**src/rtl/fetch_sched_pkg.sv**
```systemverilog
// Shared types and widths for the fetch scheduler: state encoding,
// register-index width, perf counter width and a saturating increment.
package fetch_sched_pkg;

    typedef enum logic [1:0] {
        BOOT     = 2'd0,
        RUN      = 2'd1,
        MEM_WAIT = 2'd2,
        REDIRECT = 2'd3
    } sched_state_t;

    localparam int REG_IDX_W = 5;
    localparam int PERF_W    = 16;

    localparam logic [PERF_W-1:0] PERF_MAX = {PERF_W{1'b1}};

    function automatic logic [PERF_W-1:0] sat_inc(input logic [PERF_W-1:0] value);
        return (value == PERF_MAX) ? value : value + 1'b1;
    endfunction

endpackage

```
**src/rtl/load_use_detect_da.sv**
```systemverilog
// Combinational load-use hazard detector: a load in EX whose destination
// (non-zero) matches either source register of the instruction in ID.
module load_use_detect_da
    import fetch_sched_pkg::*;
(
    input  logic                 idex_mem_read,
    input  logic [REG_IDX_W-1:0] idex_rt,
    input  logic [REG_IDX_W-1:0] ifid_rs,
    input  logic [REG_IDX_W-1:0] ifid_rt,
    output logic                 load_use
);

    logic [REG_IDX_W-1:0] src [2];
    logic [1:0]           src_match;

    assign src[0] = ifid_rs;
    assign src[1] = ifid_rt;

    for (genvar gi = 0; gi < 2; gi++) begin : g_src
        assign src_match[gi] = (src[gi] == idex_rt);
    end

    // Register 0 is hardwired to zero, so a load into it never creates a hazard.
    assign load_use = idex_mem_read & (idex_rt != '0) & (|src_match);

endmodule

```
**src/rtl/fetch_sched_da.sv**
```systemverilog
// Fetch/ID pipeline scheduler: boot hold-off, imem wait states, branch
// redirect flushes and load-use stalls. Perf counters under FETCH_SCHED_PERF_EN.
module fetch_sched_da
    import fetch_sched_pkg::*;
#(
    parameter int BOOT_CYCLES      = 2,
    parameter int REDIRECT_BUBBLES = 1
) (
    input  logic                 clk,
    input  logic                 reset,
    input  logic                 idex_mem_read,
    input  logic [REG_IDX_W-1:0] idex_rt,
    input  logic [REG_IDX_W-1:0] ifid_rs,
    input  logic [REG_IDX_W-1:0] ifid_rt,
    input  logic                 pcsrc,
    input  logic                 mem_wait,
    output logic                 pc_write,
    output logic                 ifid_write,
    output logic                 if_flush,
    output logic                 id_bubble,
    output logic [1:0]           sched_state,
    output logic [PERF_W-1:0]    stall_cycles,
    output logic [PERF_W-1:0]    flush_cycles
);

    localparam logic [3:0] BOOT_LAST  = 4'(BOOT_CYCLES - 1);
    localparam logic [2:0] REDIR_LOAD = (REDIRECT_BUBBLES > 1) ? 3'(REDIRECT_BUBBLES - 2) : 3'd0;

    sched_state_t state_reg, state_next;
    logic [3:0]   boot_cnt_reg, boot_cnt_next;
    logic [2:0]   redir_cnt_reg, redir_cnt_next;
    logic         load_use;

    load_use_detect_da u_load_use (
        .idex_mem_read (idex_mem_read),
        .idex_rt       (idex_rt),
        .ifid_rs       (ifid_rs),
        .ifid_rt       (ifid_rt),
        .load_use      (load_use)
    );

    always_comb begin
        state_next     = state_reg;
        boot_cnt_next  = boot_cnt_reg;
        redir_cnt_next = redir_cnt_reg;
        pc_write       = 1'b0;
        ifid_write     = 1'b0;
        if_flush       = 1'b1;
        id_bubble      = 1'b1;

        if (reset) begin
            state_next     = BOOT;
            boot_cnt_next  = '0;
            redir_cnt_next = '0;
        end else begin
            case (state_reg)
                BOOT: begin
                    if (boot_cnt_reg == BOOT_LAST) begin
                        state_next    = RUN;
                        boot_cnt_next = '0;
                    end else begin
                        boot_cnt_next = boot_cnt_reg + 4'd1;
                    end
                end

                RUN: begin
                    if (mem_wait) begin
                        if_flush   = 1'b0;
                        state_next = MEM_WAIT;
                    end else if (pcsrc) begin
                        pc_write   = 1'b1;
                        ifid_write = 1'b1;
                        id_bubble  = 1'b0;
                        if (REDIRECT_BUBBLES > 1) begin
                            redir_cnt_next = REDIR_LOAD;
                            state_next     = REDIRECT;
                        end
                    end else if (load_use) begin
                        if_flush = 1'b0;
                    end else begin
                        pc_write   = 1'b1;
                        ifid_write = 1'b1;
                        if_flush   = 1'b0;
                        id_bubble  = 1'b0;
                    end
                end

                // ID is frozen while waiting, so a pending branch is re-evaluated in RUN.
                MEM_WAIT: begin
                    if_flush = 1'b0;
                    if (!mem_wait) begin
                        state_next = RUN;
                    end
                end

                REDIRECT: begin
                    if (mem_wait) begin
                        if_flush = 1'b0;
                    end else begin
                        pc_write   = 1'b1;
                        ifid_write = 1'b1;
                        id_bubble  = 1'b0;
                        if (redir_cnt_reg == 3'd0) begin
                            state_next = RUN;
                        end else begin
                            redir_cnt_next = redir_cnt_reg - 3'd1;
                        end
                    end
                end

                default: begin
                    state_next = BOOT;
                end
            endcase
        end
    end

    always_ff @(posedge clk) begin
        if (reset) begin
            state_reg     <= BOOT;
            boot_cnt_reg  <= '0;
            redir_cnt_reg <= '0;
        end else begin
            state_reg     <= state_next;
            boot_cnt_reg  <= boot_cnt_next;
            redir_cnt_reg <= redir_cnt_next;
        end
    end

    assign sched_state = reset ? BOOT : state_reg;

`ifdef FETCH_SCHED_PERF_EN
    logic [PERF_W-1:0] stall_cnt_reg;
    logic [PERF_W-1:0] flush_cnt_reg;
    logic              perf_active;

    assign perf_active = !reset && (state_reg != BOOT);

    always_ff @(posedge clk) begin
        if (reset) begin
            stall_cnt_reg <= '0;
            flush_cnt_reg <= '0;
        end else if (perf_active) begin
            if (!pc_write) begin
                stall_cnt_reg <= sat_inc(stall_cnt_reg);
            end
            if (if_flush) begin
                flush_cnt_reg <= sat_inc(flush_cnt_reg);
            end
        end
    end

    assign stall_cycles = stall_cnt_reg;
    assign flush_cycles = flush_cnt_reg;
`else
    assign stall_cycles = '0;
    assign flush_cycles = '0;
`endif

endmodule
```
**config.mk**
```make
export PLATFORM = sky130hd
export DESIGN_NAME = fetch_sched_da
export DESIGN_NICKNAME = d
export VERILOG_FILES = /design/src/rtl/fetch_sched_pkg.sv /design/src/rtl/load_use_detect_da.sv /design/src/rtl/fetch_sched_da.sv
export SDC_FILE = /design/constraint.sdc
export NUM_CORES = 1
export LEC_CHECK = 0
export CORE_ASPECT_RATIO = 0.6
export CORE_MARGIN = 1
export CORE_UTILIZATION = 34
export DETAILED_ROUTE_END_ITERATION = 6
export HOLD_SLACK_MARGIN = 0.12
export MAX_ROUTING_LAYER = met4
export PLACE_DENSITY_LB_ADDON = 0.3
export SLEW_MARGIN = 10
export SYNTH_ARGS = -nofsm -noshare
export SYNTH_HDL_FRONTEND = slang
export SYNTH_SLANG_ARGS = --single-unit
```
**constraint.sdc**
```tcl
create_clock -name clk -period 2.34 [get_ports clk]
set_input_delay 0.468 -clock clk [delete_from_list [all_inputs] [get_ports clk]]
set_output_delay 0.468 -clock clk [all_outputs]
set_load 0.02 [all_outputs]
```
==> summary.md <==
| Metric | Value |
|---|---|
| XOR/XNOR Fraction of Synth Area | `between 10% and 20%` |
| H-tree Lvls | `1` |
| Number of max-cap violations | `0` |
| Dominant synthesized flop cell | `dfxtp_1` |
| Area grow syn2layout | `27.40%` |
| Hold_buf cts | `0` |
| Compound-Gate Fraction of Synth Area | `a little over a tenth` |
| Largest family of logic cells by synthesized area | `buffers and inverters` |
| Cells on worst reg2reg path | `7` |
| Seq cells post-synth | `9` |
| GRT Util Overall | `14.04%` |
| Slack of the critical path | `between 20 and 30 ps` |
| Vert. Die Dim | `between 40 and 50 um` |
| Cell Pwr Density | `588.6 nW/um^2` |
| DRC | `0` |
| Register area share after synthesis | `between 20% and 30%` |
| DR vias | `662` |
| Largest net degree at the start of global routing | `12` |
| Final hold vios | `0` |
| Final Util | `a little under half` |
| RSZ-0062 raised after global routing | `false` |
| Design area | `~1000 um^2` |
| Final net count | `~160` |
| Final GP Congestion | `between 0.8 and 0.9` |
| Fin. max-slew vios | `0` |
| Hold path startpoint | `redir_cnt_reg[2]` |
| Routed wire length | `about 1600 um` |
| CTS resizes | `20` |
| Total setup buffers inserted after CTS | `0` |
| Diode count | `0` |
| Pint | `between 300 and 400 uW` |
| Worst hold slack | `503.6 ps` |
| Pre-CTS setup slack | `-661.1 ps` |
| Critical Path Start Type | `input pin` |
| Data arrival time of the worst path | `1840 ps` |
| Post-DP HPWL | `approximately 1400 um` |
| IO Pins | `between 50 and 60` |
| Overall die width | `~65 um` |
| Number of flip-flops in the largest register | `4` |
| Overall power | `616.4 uW` |
| TritonCTS Buffers | `3` |
| Peak ir drop on the vdd network | `roughly 0.32 mV` |
| Ys async rst share | `0%` |
| Combinational fraction of design power | `approximately 39%` |
| Adder-cell share of the synthesized area | `about 3.0%` |
| Vias in the first global route | `between 500 and 600` |
| Reg2reg setup slack | `820 ps` |
| Synth Area in Simple Gates | `13.85%` |
| Initial antenna violation count | `0` |
| Sequential power share | `between 30% and 40%` |
| Critical Path Sink Type | `output port` |
| Number of synthesized flops with an enable pin | `0` |
| Initial DRC Count | `7` |
| Drt pass-1 iters | `4` |
| Reg2reg end | `redir_cnt_reg[1]` |
| FMAX | `about 430 MHz` |
| Rows | `13` |
| Non-Filler Instances | `roughly 170` |
| Clock buffer depth | `2` |
| Worst Setup Path Type | `in2out` |
| CP Max Fanout | `2` |
| Leak | `0.4534 nW` |
| Switch Pwr | `220.6 uW` |
| Mapped cell area | `822.0 um^2` |
| Layout cells sized above 1 | `9.630%` |
| Mux cell area share after synthesis | `around 1.2%` |
| Core footprint | `around 2200 um^2` |
| Via density | `roughly 4` |
| Clock Latency Late Sink | `~230 ps` |
| Hold Path Class | `reg2reg` |
| Post-route antenna net violation count | `0` |
| Tcrit/Tclk final | `around 99%` |
| Max Clock Skew | `~5 ps` |
| TNS Setup | `0 ps` |
| GRT overflow | `0` |
| Area after DPL | `around 1000 um^2` |
| CTS tree | `built` |
| Critical path destination | `ifid_write` |
| Setup violators final | `0` |
| Post-synth cell types | `26` |
| Worst setup path startpoint | `idex_rt[2]` |
| # fillers | `between 200 and 250` |
| DP Cell Count | `roughly 160` |
| Initial core utilization | `roughly 37%` |
| Die area | `~2600 um^2` |
| Clock root buffer master | `clkbuf_8` |
| First-pass GRT wire length | `2497 um` |
| Mapped Cells | `~110` |
| Post-synthesis average cell area | `between 7 and 8 um^2` |
| Net Sw Frac | `between 30% and 40%` |
| Required time of the critical path | `roughly 1900 ps` |
| PortBufs | `25` |
| Clk sinks | `9` |
| Yosys warns | `0` |
| Status | `finished, final reports clean` |
| Clock slew at reported path FFs | `about 50 ps` |
| WL/cell | `9.667 um` |
| RR Startpoint | `redir_cnt_reg[0]` |
| Post-layout min period | `around 2300 ps` |
| Clock power frac | `between 20 and 30%` |
## how the worst min path moves through the flow
stage | depth (start not counted) | to | slack (ps)
global placement | 2 | redir_cnt_reg[2] | 490
floorplan | 2 | redir_cnt_reg[1] | 480
detailed placement | 2 | redir_cnt_reg[1] | 500
CTS | 2 | redir_cnt_reg[1] | 500
finish | 2 | redir_cnt_reg[2] | 500
global route | 2 | redir_cnt_reg[1] | 550
## power groups by stage
stage | Sequential [mW] | Combinational, mW | Clock, mW
after CTS | 0.196 | 0.241 | 0.186
after global placement | 0.198 | 0.244 | 0
after floorplan | 0.193 | 0.202 | 0
final | 0.196 | 0.241 | 0.180
after global routing | 0.200 | 0.263 | 0.192
after detailed placement | 0.199 | 0.246 | 0
## logic make-up after synthesis
logic type,Yosys count
other cells,1
mux,1
flops,9
compound gates,12
xor+xnor,14
buf+inv,41
fa+ha+maj,2
simple gates,25
## layout by cell type (no fill, tap or decap), drive strengths merged
master	count
and3b	1
inv	6
or3	1
nand4	1
a311oi	1
a31o	1
dlygate4sd2	3
buf	8
o22ai	1
xnor2	13
and3	1
a211o	2
clkbuf	4
nand2	4
o311a	1
mux2i	1
a211oi	3
a21oi	2
ha	2
dfxtp	9
o21ai	1
conb	32
clkdlybuf4s50	18
nor2	13
xor2	1
nor2b	1
nand2b	1
nand3	2
clkdlybuf4s15	1
## synthesized netlist by cell type (2+ instances only)
library cell,count,area [um^2]
a211oi_1,3,22.52
inv_1,6,22.52
dfxtp_1,9,180.2
buf_4,33,247.7
nor2_1,13,48.80
clkbuf_1,2,7.510
ha_1,2,25.02
xnor2_1,13,113.9
nand3_1,2,10.01
nand2_1,4,15.01
a211o_1,2,17.52
a21oi_1,2,10.01
## area by class of cell
cell class	instances	area (um^2)	area share [%]
clock buffers	4	45.04	4.301
inverters	6	22.52	2.151
multi-input cells	86	485.5	46.36
flip-flops and latches	9	180.2	17.20
well taps	30	37.54	3.584
repair buffers	30	276.5	26.40
## critical path: stages
cell           delay (ps)
dlygate4sd2_1         250
or3_1                 340
o311a_1               360
a211oi_2              240
buf_4                 190
## per-layer routing
metal	GRT usage, %	vias to the layer above	part of all wire (%)
met4	4.891	0	0.63
met1	15.33	303	45
met2	24.48	22	50
met5	-	-	0
met3	5.114	2	4.8
li1	-	335	-
No activity file was read; power rests on OpenSTA's default activity.
==> edit, RTL diff (same flow settings) <==
Add a define of `FETCH_SCHED_PERF_EN`.
--- a/src/rtl/fetch_sched_da.sv
+++ b/src/rtl/fetch_sched_da.sv
@@ -1,5 +1,7 @@
 // Fetch/ID pipeline scheduler: boot hold-off, imem wait states, branch
 // redirect flushes and load-use stalls. Perf counters under FETCH_SCHED_PERF_EN.
+`define FETCH_SCHED_PERF_EN
+
 module fetch_sched_da
     import fetch_sched_pkg::*;
 #(
Formal check against the unedited RTL: not equivalent (Yosys sat finds a counterexample within 4 cycles, from zero or initial values and one cycle with reset high).
==> edit against the original RTL <==
Via count grew to 3.1 times the old value. Worst hold slack got worse by 0.0014 ns. Final cell count grew to 2.5 times the old value. Worst setup slack worse by 0.0055 ns. Area after synthesis rose to 2.5 times the old value. Non-clock buffer count increased by 65. Sequential share of layout area increased by 8.6 points. Sequential cell count increased by 32. Wire length rose to 3.3 times the old value. Total power increased to 2.8 times the old value. Sequential power grew to 3.8 times the old value. Design area rose to 3.0 times the old value. Clock skew is 0.0077 ns higher. Count of clock-buffer cells in the layout grew 3. Largest cell class unchanged. Largest power group is now sequential cells.
==> edit: results (changes against the original RTL) <==
stage;metric;value;unit;change
final_layout;fin_nets;363;;was 158
logic_synthesis;ys_warn_count;0;;unchanged
routing;avgViaCountPerCell;4.94;;was 4.01
routing;vias;2074;;was 662
logic_synthesis;avgSynthCellArea;8.46;µm²;was 7.83 µm²
clock_network;clkLatencyLatePin;0.29;ns;was 0.23 ns
sta;slew_headroom;0.780;;
clock_network;cts_root_buf;clkbuf_8;;unchanged
routing;drtIter0Drc;94;;was 7
worst_hold_path;min-delay-path-class;flip-flop to flip-flop;;unchanged
place;dp_hpwl;3890;µm;was 1390 µm
grt;grt_pass1_vias;1904;;was 595
final_layout;diodes;0;;unchanged
logic_synthesis;synth_cell_types;42;;was 26
worst_hold_path;holdCritStartpoint;redir_cnt_reg[2];;unchanged
grt;grt_pass1_wl;8870;µm;was 2500 µm
place;place_congestion;0.779;;was 0.852
routing;routedWlPerCell;12.6;µm;was 9.67 µm
power_and_ir_drop;peakVddDrop;0.280;mV;was 0.323 mV
sta;fin_worst_skew;0.0128;ns;was 0.00502 ns
clock_network;numCtsBuffers;5;;was 3
routing;drt-pass1-iter-count;4;;unchanged
power_and_ir_drop;swShare;0.272;;was 0.358
logic_synthesis;yosysSeqAreaShare;0.394;;was 0.219
grt;grt_max_degree;27;;was 12
outcome;run_status;finished clean;;unchanged
logic_synthesis;synth_common_cells;dfxtp_1, nor2_1, xor2_1;;was buf_4, nor2_1, xnor2_1
clock_network;clockBufferDepth;2;;unchanged
critical_path;rr_startpoint;stall_cycles[0];;was redir_cnt_reg[0]
power_and_ir_drop;leakagePower;1.21;nW;was 0.453 nW
place;placed_cells;410;;was 161
logic_synthesis;synth.net_count;270;;
final_layout;fillCellCount;549;;was 216
critical_path;cp_max_fo;14;;was 2
clock_network;path_clk_slew;0.08;ns;was 0.05 ns
grt;track_usage;0.181;;was 0.140
place;io_buffers;57;;was 25
logic_synthesis;async_flop_share;0;;unchanged
critical_path;critical_path.startpoint;pcsrc;;was idex_rt[2]
final_layout;drive_gt1_frac;0.200;;was 0.0963
clock_network;h-tree-depth;2;;was 1
logic_synthesis;synth_area_leaders;dfxtp_1, xor2_1, nor2_1;;was buf_4, dfxtp_1, xnor2_1
grt;antenna_found_initial;0;;unchanged
-- edit: changes by cell type in the layout (fill, tap and decap cells not counted), sizes merged, moves of 10 or more --
| cell | change |
|---|---|
| clkdlybuf4s50 | +25 |
| nor2 | +25 |
| buf | +33 |
| nand2 | +15 |
| nand4 | +11 |
| a21oi | +10 |
| nand3 | +10 |
| dfxtp | +32 |
| xor2 | +25 |
| conb | -32 |
-- edit: per-layer routing --
layer	global-route usage	vias up	routed length, µm
met5	-	-	0
met4	0.0423	0	48
met3	0.0459	7	277
met2	0.263	48	2300
met1	0.252	959	2680
li1	-	1060	-
-- edit: logic make-up after synthesis --
kind of cell / synth area share
AND/OR/NAND/NOR: 0.283
multiplexers: 0.0204
adder cells (fa/ha/maj): 0.0241
buffers and inverters: 0.0421
flip-flops: 0.394
AO/OA/AOI/OAI: 0.110
XOR/XNOR: 0.126
-- edit: stage by stage --
step | instance area [µm²] | worst slack, ns | hold slack (ns) | setup TNS, ns | utilization
2_1_floorplan | 2080 | 0.0172 | 0.478 | 0 | -
3_3_place_gp | 2960 | -0.631 | 0.478 | -9.17 | 0.517
3_5_place_dp | 2960 | -0.664 | 0.492 | -9.90 | 0.517
4_1_cts | 3110 | 0.00110 | 0.503 | 0 | 0.543
5_1_grt | 3180 | -0.0342 | 0.551 | -0.117 | 0.554
6_report | 3180 | 0.0223 | 0.502 | 0 | 0.554
-- edit: power by group through the flow --
stage	Sequential [W]	Combinational [W]	Clock, W
6_report	0.000748	0.000409	0.000591
5_1_grt	0.000752	0.000445	0.000638
4_1_cts	0.000748	0.000396	0.000608
3_5_place_dp	0.000764	0.000375	0
3_3_place_gp	0.000763	0.000373	0
2_1_floorplan	0.000772	0.000200	0
-- edit: final timing paths --
kind / endpoint / slack [ns] / depth (start not counted)
worst max-delay path: stall_cycles[9] / 0.02 / 7
worst min-delay path: redir_cnt_reg[2] / 0.50 / 2
worst max register to register: stall_cycles[9] / 0.04 / 7
worst min register to register: redir_cnt_reg[2] / 0.50 / 2
-- edit: final cells by class --
| class | count | area share |
|---|---|---|
| repair buffers | 95 | 0.270 |
| well taps | 80 | 0.0315 |
| flip-flops and latches | 41 | 0.258 |
| inverters | 8 | 0.0102 |
| clock inverters | 1 | 0.00946 |
| multi-input cells | 188 | 0.394 |
| clock buffers | 7 | 0.0272 |
-- edit: critical path, stage by stage --
cell and delay, ns:
clkdlybuf4s50_1 0.41, nor2_2 0.10, o211ai_1 0.11, or4b_1 0.49, o22a_4 0.28, nor4_4 0.26, mux2_2 0.36
-- edit: timing repair --
item	CTS	global route
gates resized for setup	30	20
endpoints found under the setup margin	17	14
pin swaps	5	3
hold buffers	0	0
setup buffers	2	0
